File: config.mk
export PLATFORM = sky130hd
export DESIGN_NAME = demux_3b_1to4_seq
export DESIGN_NICKNAME = d
export VERILOG_FILES = /design/src/rtl/demux_3b_1to4_seq.sv
export SDC_FILE = /design/constraint.sdc
export NUM_CORES = 1
export LEC_CHECK = 0
export ABC_CLOCK_PERIOD_IN_PS = 1400
export CORE_MARGIN = 2
export CORE_UTILIZATION = 42
export DETAILED_ROUTE_END_ITERATION = 7
export PLACE_DENSITY = 0.76
export SLEW_MARGIN = 20
export SYNTH_ARGS = -nofsm -noshare
export SYNTH_HDL_FRONTEND = slang
export SYNTH_SLANG_ARGS = --single-unit
File: constraint.sdc
create_clock -name clk -period 1.4 [get_ports clk]
set_input_delay 0.28 -clock clk [delete_from_list [all_inputs] [get_ports clk]]
set_output_delay 0.28 -clock clk [all_outputs]
set_load 0.005 [all_outputs]
File: src/rtl/demux_3b_1to4_seq.sv
// rtl/demux_3b_1to4_seq.sv - sequential 1-to-4 demultiplexer for a time-division link
//
// Each enabled clock writes one W-bit word into one of four registered
// channels (a..d = slots 0..3). The slot comes from an internal counter that
// a frame sync marker realigns to slot 0. A mid-frame sync sets a sticky
// error flag.
//
// Optional feature macro: DEMUX_EXT_SEL_EN
//   defined   - slot is taken from the external se port, the counter and
//               sync handling are dropped, sync_err is constant 0, and slot
//               reports the last written se.
//   undefined - counter-driven slot selection, no se port.

module demux_3b_1to4_seq #(
   parameter int W = 3
) (
   input  logic         clk,
   input  logic         rst_n,
   input  logic         en,
   input  logic         sync,
   input  logic [W-1:0] din,
`ifdef DEMUX_EXT_SEL_EN
   input  logic [1:0]   se,
`endif
   output logic [W-1:0] a,
   output logic [W-1:0] b,
   output logic [W-1:0] c,
   output logic [W-1:0] d,
   output logic [3:0]   vld,
   output logic [1:0]   slot,
   output logic         frame_done,
   output logic         sync_err
);

   // Channel storage, indexed by slot number.
   logic [W-1:0] ch_q [4];
   logic [W-1:0] ch_d [4];

   // Slot pointer: the frame counter, or the last written se in
   // external-select builds. Either way it is what slot reports.
   logic [1:0]   ptr_q;
   logic [1:0]   ptr_d;

   logic [3:0]   vld_q;
   logic [3:0]   vld_d;
   logic         frame_done_q;
   logic         frame_done_d;
   logic         sync_err_q;
   logic         sync_err_d;

   // Effective slot for the current word, the pointer value after a write,
   // and whether this word's sync arrived mid-frame.
   logic [1:0]   s;
   logic [1:0]   ptr_adv;
   logic         sync_mid;

`ifdef DEMUX_EXT_SEL_EN
   // sync carries no meaning when the slot is chosen externally.
   logic         unused_sync;
   assign unused_sync = sync;

   assign s        = se;
   assign ptr_adv  = se;
   assign sync_mid = 1'b0;
`else
   // A sync word always belongs to slot 0. It realigns the counter and is
   // an error only when the counter was not already at a frame boundary.
   assign s        = sync ? 2'd0 : ptr_q;
   assign ptr_adv  = s + 2'd1;
   assign sync_mid = sync && (ptr_q != 2'd0);
`endif

   // Next-state: steer the word into its channel and strobe vld/frame_done
   // on enabled cycles. Idle cycles only drop the strobes.
   always_comb begin
      for (int i = 0; i < 4; i++) begin
         ch_d[i] = ch_q[i];
      end
      ptr_d        = ptr_q;
      vld_d        = 4'b0000;
      frame_done_d = 1'b0;
      sync_err_d   = sync_err_q;
      if (en) begin
         ch_d[s]      = din;
         vld_d        = 4'b0001 << s;
         ptr_d        = ptr_adv;
         frame_done_d = (s == 2'd3);
         sync_err_d   = sync_err_q | sync_mid;
      end
   end

   // State registers with asynchronous clear so a mid-frame reset empties
   // the outputs without waiting for a clock edge.
   always_ff @(posedge clk or negedge rst_n) begin
      if (!rst_n) begin
         for (int i = 0; i < 4; i++) begin
            ch_q[i] <= '0;
         end
         ptr_q        <= 2'd0;
         vld_q        <= 4'b0000;
         frame_done_q <= 1'b0;
         sync_err_q   <= 1'b0;
      end else begin
         for (int i = 0; i < 4; i++) begin
            ch_q[i] <= ch_d[i];
         end
         ptr_q        <= ptr_d;
         vld_q        <= vld_d;
         frame_done_q <= frame_done_d;
         sync_err_q   <= sync_err_d;
      end
   end

   // Outputs are direct register reads. slot ignores the live sync input.
   always_comb begin
      a          = ch_q[0];
      b          = ch_q[1];
      c          = ch_q[2];
      d          = ch_q[3];
      vld        = vld_q;
      slot       = ptr_q;
      frame_done = frame_done_q;
      sync_err   = sync_err_q;
   end

endmodule

---- After elaboration in Yosys (flattened, before gate mapping) ----
Cells that the tools add are included.
storage, ports and cells
  bits of input ports ..................... 7
  word-level logic and storage cells ...... 24
  register bits ........................... 20
  output and inout port bits .............. 20
operators by class
  multiplexer cells ....................... 6
  reductions and logical operators ........ 3
  shift-type cells ........................ 1
  eq/ne operators ......................... 1
  add/subtract/negate cells ............... 1
  bitwise logic cells ..................... 2
  magnitude comparators ................... 2
operators by type and width
  cell                 number
  $bwmux 12            1
  $demux 3 s2          1
  $mux 4               1
  $shl 1x2->4 const A  1
  $ge 3x3->1 const B   1
  $lt 3x1->1 const B   1
  $mux 3               1
  $not 2->3            1
  $add 2x1->2 const B  1
  $eq 2x2->1 const B   1
  $logic_and 1x1->1    2
  $mux 2               1
  $reduce_bool 2->1    1
  $mux 1               1
  $or 1x1->1           1

---- Depth between registers and ports, before layout ----
  word-level depth ........................ 7
  mapped depth ............................ 4
  gate-level depth less buffers ........... 3

---- Worst setup path after synthesis ----
Ideal clock, no wire load.
  path kind ............................... register to register
  from .................................... register ptr_q[0] (netlist: slot[0])
  to ...................................... register ch_q (netlist bit b[0])
  library setup time ...................... 0.125 ns
  stages on the path, launching flop included .. 5
  data arrival time ....................... 1.194 ns
  buffers on the path ..................... 1
  clock period less this slack ............ 1.319 ns
  setup slack ............................. 0.081 ns
  required time ........................... 1.275 ns
  cell sequence ........................... dfrtp_1 nor2b_2 and3b_1 buf_6 mux2_4
between the ends
  longest elaborated chain between the ends .. 7
  elaborated cells on any way between the ends .. 8
  those cells by class .................... order compare: 2; mux: 4; bitwise: 1; reduce/logical: 1
RTL lines
  what                                                            line  source
  start, declared                                                 41    logic [1:0] ptr_q;
  start signal, assigned                                          107   ptr_q <= ptr_d;
  $mux 2 (*)                                                      68    assign s = sync ? 2'd0 : ptr_q;
  $not 2->3 (not written as such) (*)                             84    ch_d[s] = din;
  $ge 3x3->1 (not written as such) or $lt 3x1->1 (tied branches)  84
  $logic_and 1x1->1 (not written as such)                         84
  $mux 3 (not written as such)                                    84
  $demux 3 s2 (*)                                                 84
  $bwmux 12 (*)                                                   84
  end signal, assigned by index                                   105   ch_q[i] <= ch_d[i];
  end, declared                                                   36    logic [W-1:0] ch_q [4];
Mark *: on every way between the ends. The rest lies on a longest branch, timed or not.
A chain may end at the register's enable or synchronous reset.

---- Worst setup path after layout ----
  from .................................... register ptr_q[0] (netlist: slot[0])
  to ...................................... register ch_q (netlist bit c[2])
Same word-level chain as after synthesis.

==> metrics.csv <==
stage,metric,value,unit
yosys,synth top area cells,"dfrtp_1 65%, mux2_2 14%, mux2_4 6.1%, nor3_4 2.2%, buf_6 1.5%",
sta,"Hold Violations, Final",0,
floorplanning,Die Wd,45.89,µm
routing,Final ANT Viol Nets,0,
sta,PnR worst setup slack,0.02002,ns
placed_design,PortBufs,26,
power,Cell Int Power,1.110,mW
yosys,synthesized area,737.0,µm²
floorplanning,Initial Util,43.63,%
sta,WHS,0.3071,ns
sta,total negative slack,0,ns
floorplanning,# IOs,27,
routing,DR vias/cell,4.806,
layout,Fill cells,127,
yosys,post-synthesis register bit count,19,
global_route,number of global-route vias before repair,470,
yosys,"count leader, synth",dfrtp_1,
clock_tree,clock root buffer,clkbuf_4,
yosys,asr flop ratio synth,100.0,%
power,P_leak,0.5888,nW
floorplanning,die area,2106,µm²
yosys,number of enable flip-flop cells after synthesis,0,
sta,Final Max Tran Viols,0,
layout,"Core Util, Final",65.93,%
routing,DRC Markers,0,
yosys,Syn Nets,55,
layout,diode count,0,
power,total power,1.488,mW
layout,Area growth syn-to-layout,51.10,%
global_route,final global-route overflow total,0,
power,maximum VDD drop,643.1,µV
global_route,largest net degree at the start of global routing,20,
min_path,Hold/Removal Path Class,in -> async,
power,Clock Power Share,17.9,%
status,status,"finished, final reports clean",
critical_path,crit start category,flop,
run,max-capacitance violation count,0,
floorplanning,Rows,15,
yosys,prevailing post-synth register cell,dfrtp_1,
critical_path,reg-to-reg startpoint,slot[0],
layout,share of cells above drive strength 1,36.05,%
routing,Vias,495,
sta,RSZ-0062 raised after global routing,yes,
clock_tree,cts hold-fix bufs,0,
yosys,Synth top area share,64.52,%
sta,Tcrit/Tclk final,98.57,%
power,share of total power in combinational logic,32.9,%
placed_design,DP Area,1037,µm²
floorplanning,DIE HEIGHT,45.89,µm
power,NetSw,378.3,µW
routing,initial drt markers,3,
power,sw frac,25.43,%
placed_design,GPL Wtd Cong,0.6740,
sta,Max transition margin,83.16,%
sta,Worst Skew,0.004827,ns
sta,Final setup viols,0,
routing,drt first pass iters,2,
global_route,first-pass GRT wire length,2014,µm
sta,Least-Margin Pin Slew,0.2518,ns
critical_path,crit-path max FO,4,
yosys,YS warnings,0,
layout,Final Cell Area,1114,µm²
critical_path,crit path launch,slot[0],
sta,Fmax,0.7247,GHz
clock_tree,H-tree Lvls,1,
critical_path,R2R setup slack,0.02,ns
routing,DR WL/cell,13.58,µm
global_route,GRT Overall Usage,13.58,%
power,P per Cell Area,1336,nW/µm²
global_route,initial antenna violation count,0,
placed_design,Inst Count DP,94,
floorplanning,Core Box Area,1689,µm²
yosys,"Avg Cell Area, Syn",15.35,µm²
layout,Seq. cell area,475.5,µm²
critical_path,Worst Setup Path Type,reg -> reg,
clock_tree,worst skew pair latency,0.29,ns
yosys,post-synthesis cell count,48,
critical_path,CP endpoint kind,flop,
clock_tree,CTS tree,done,
clock_tree,Sink Count,19,
sta,Tmin final,1.380,ns
placed_design,Setup WS pre-CTS,-0.2209,ns
layout,Multi-input gate area,260.3,µm²
routing,DRT Wirelength,1399,µm
layout,Nets,94,
yosys,synth unique cells,17,
yosys,"Seq/Total Area, Yosys",64.52,%
power,share of power burned in registers,49.3,%
clock_tree,clock buffer depth,2,
clock_tree,Num CTS Buffers,3,
clock_tree,Worst-path clk slew,0.11,ns
layout,Non-Filler Instances,103,
yosys,"top cells by count, synth","19 x dfrtp_1, 9 x mux2_2, 3 x mux2_4",
critical_path,arrival time worst endpoint,1.56,ns
critical_path,CP required,1.58,ns
yosys,top cell type by total area after synthesis,dfrtp_1,
worst max-delay path, stage by stage (launching register included):
cell,delay (ns)
dfrtp_1,0.41
buf_6,0.12
buf_6,0.12
nor3_4,0.25
mux2_2,0.37
cell usage in the layout (no fill, tap or decap), drive strengths merged:
cell	count
clkinv	1
clkbuf	3
inv	2
buf	10
nand2	2
and3b	1
a21o	1
a21oi	1
nand3	1
dlygate4sd2	19
o21bai	1
dlymetal6s2s	1
mux2	12
nor2	2
clkdlybuf4s50	6
nor3	1
nor2b	1
dfrtp	19
o21ai	2
cell type report:
type	instances	area share, %
clock buffer	3	2.022
clock inverter	1	0.4494
inverter	2	0.6742
multi-input combinational	25	23.37
sequential	19	42.70
tap	17	1.910
timing repair buffer	36	28.88
state kept, by name, summed over array words and instances, names as in the netlist:
name,count
c,3
sync_err,1
b,3
vld,3
frame_done,1
d,3
a,3
slot,2
logic make-up after synthesis:
family / share of synthesized area (%)
AND/OR/NAND/NOR: 7.302
multiplexers: 19.86
flip-flops: 64.52
buffers and inverters: 3.566
AO/OA/AOI/OAI: 4.753
power by group through the flow:
stage / clock network, mW / registers [mW] / logic (mW)
after global placement: 0 / 0.752 / 0.487
after CTS: 0.270 / 0.733 / 0.467
after global routing: 0.309 / 0.750 / 0.538
final: 0.266 / 0.733 / 0.489
after floorplan: 0 / 0.767 / 0.157
after detailed placement: 0 / 0.757 / 0.496
worst paths after layout:
path / end / cells past startpoint
worst max register to register: c[2] / 4
max in group asynchronous: c[1] / 2
worst min-delay path: vld[1] / 2
worst max-delay path: c[2] / 4
min in group clk: sync_err / 1
worst min register to register: sync_err / 1
repair_timing:
item	in CTS	in global routing
gates resized for setup	20	8
buffers inserted	5	0
pin swaps	0	2
endpoints found under the setup margin	19	7
routing by layer:
layer	vias to the layer above	routed length [µm]	global-route usage (%)
li1	236	-	-
met4	0	0	5.143
met3	0	49	3.571
met2	13	758	23.06
met5	-	0	0
met1	246	591	16.28
Note: power is estimated with default switching activity, not from simulation.
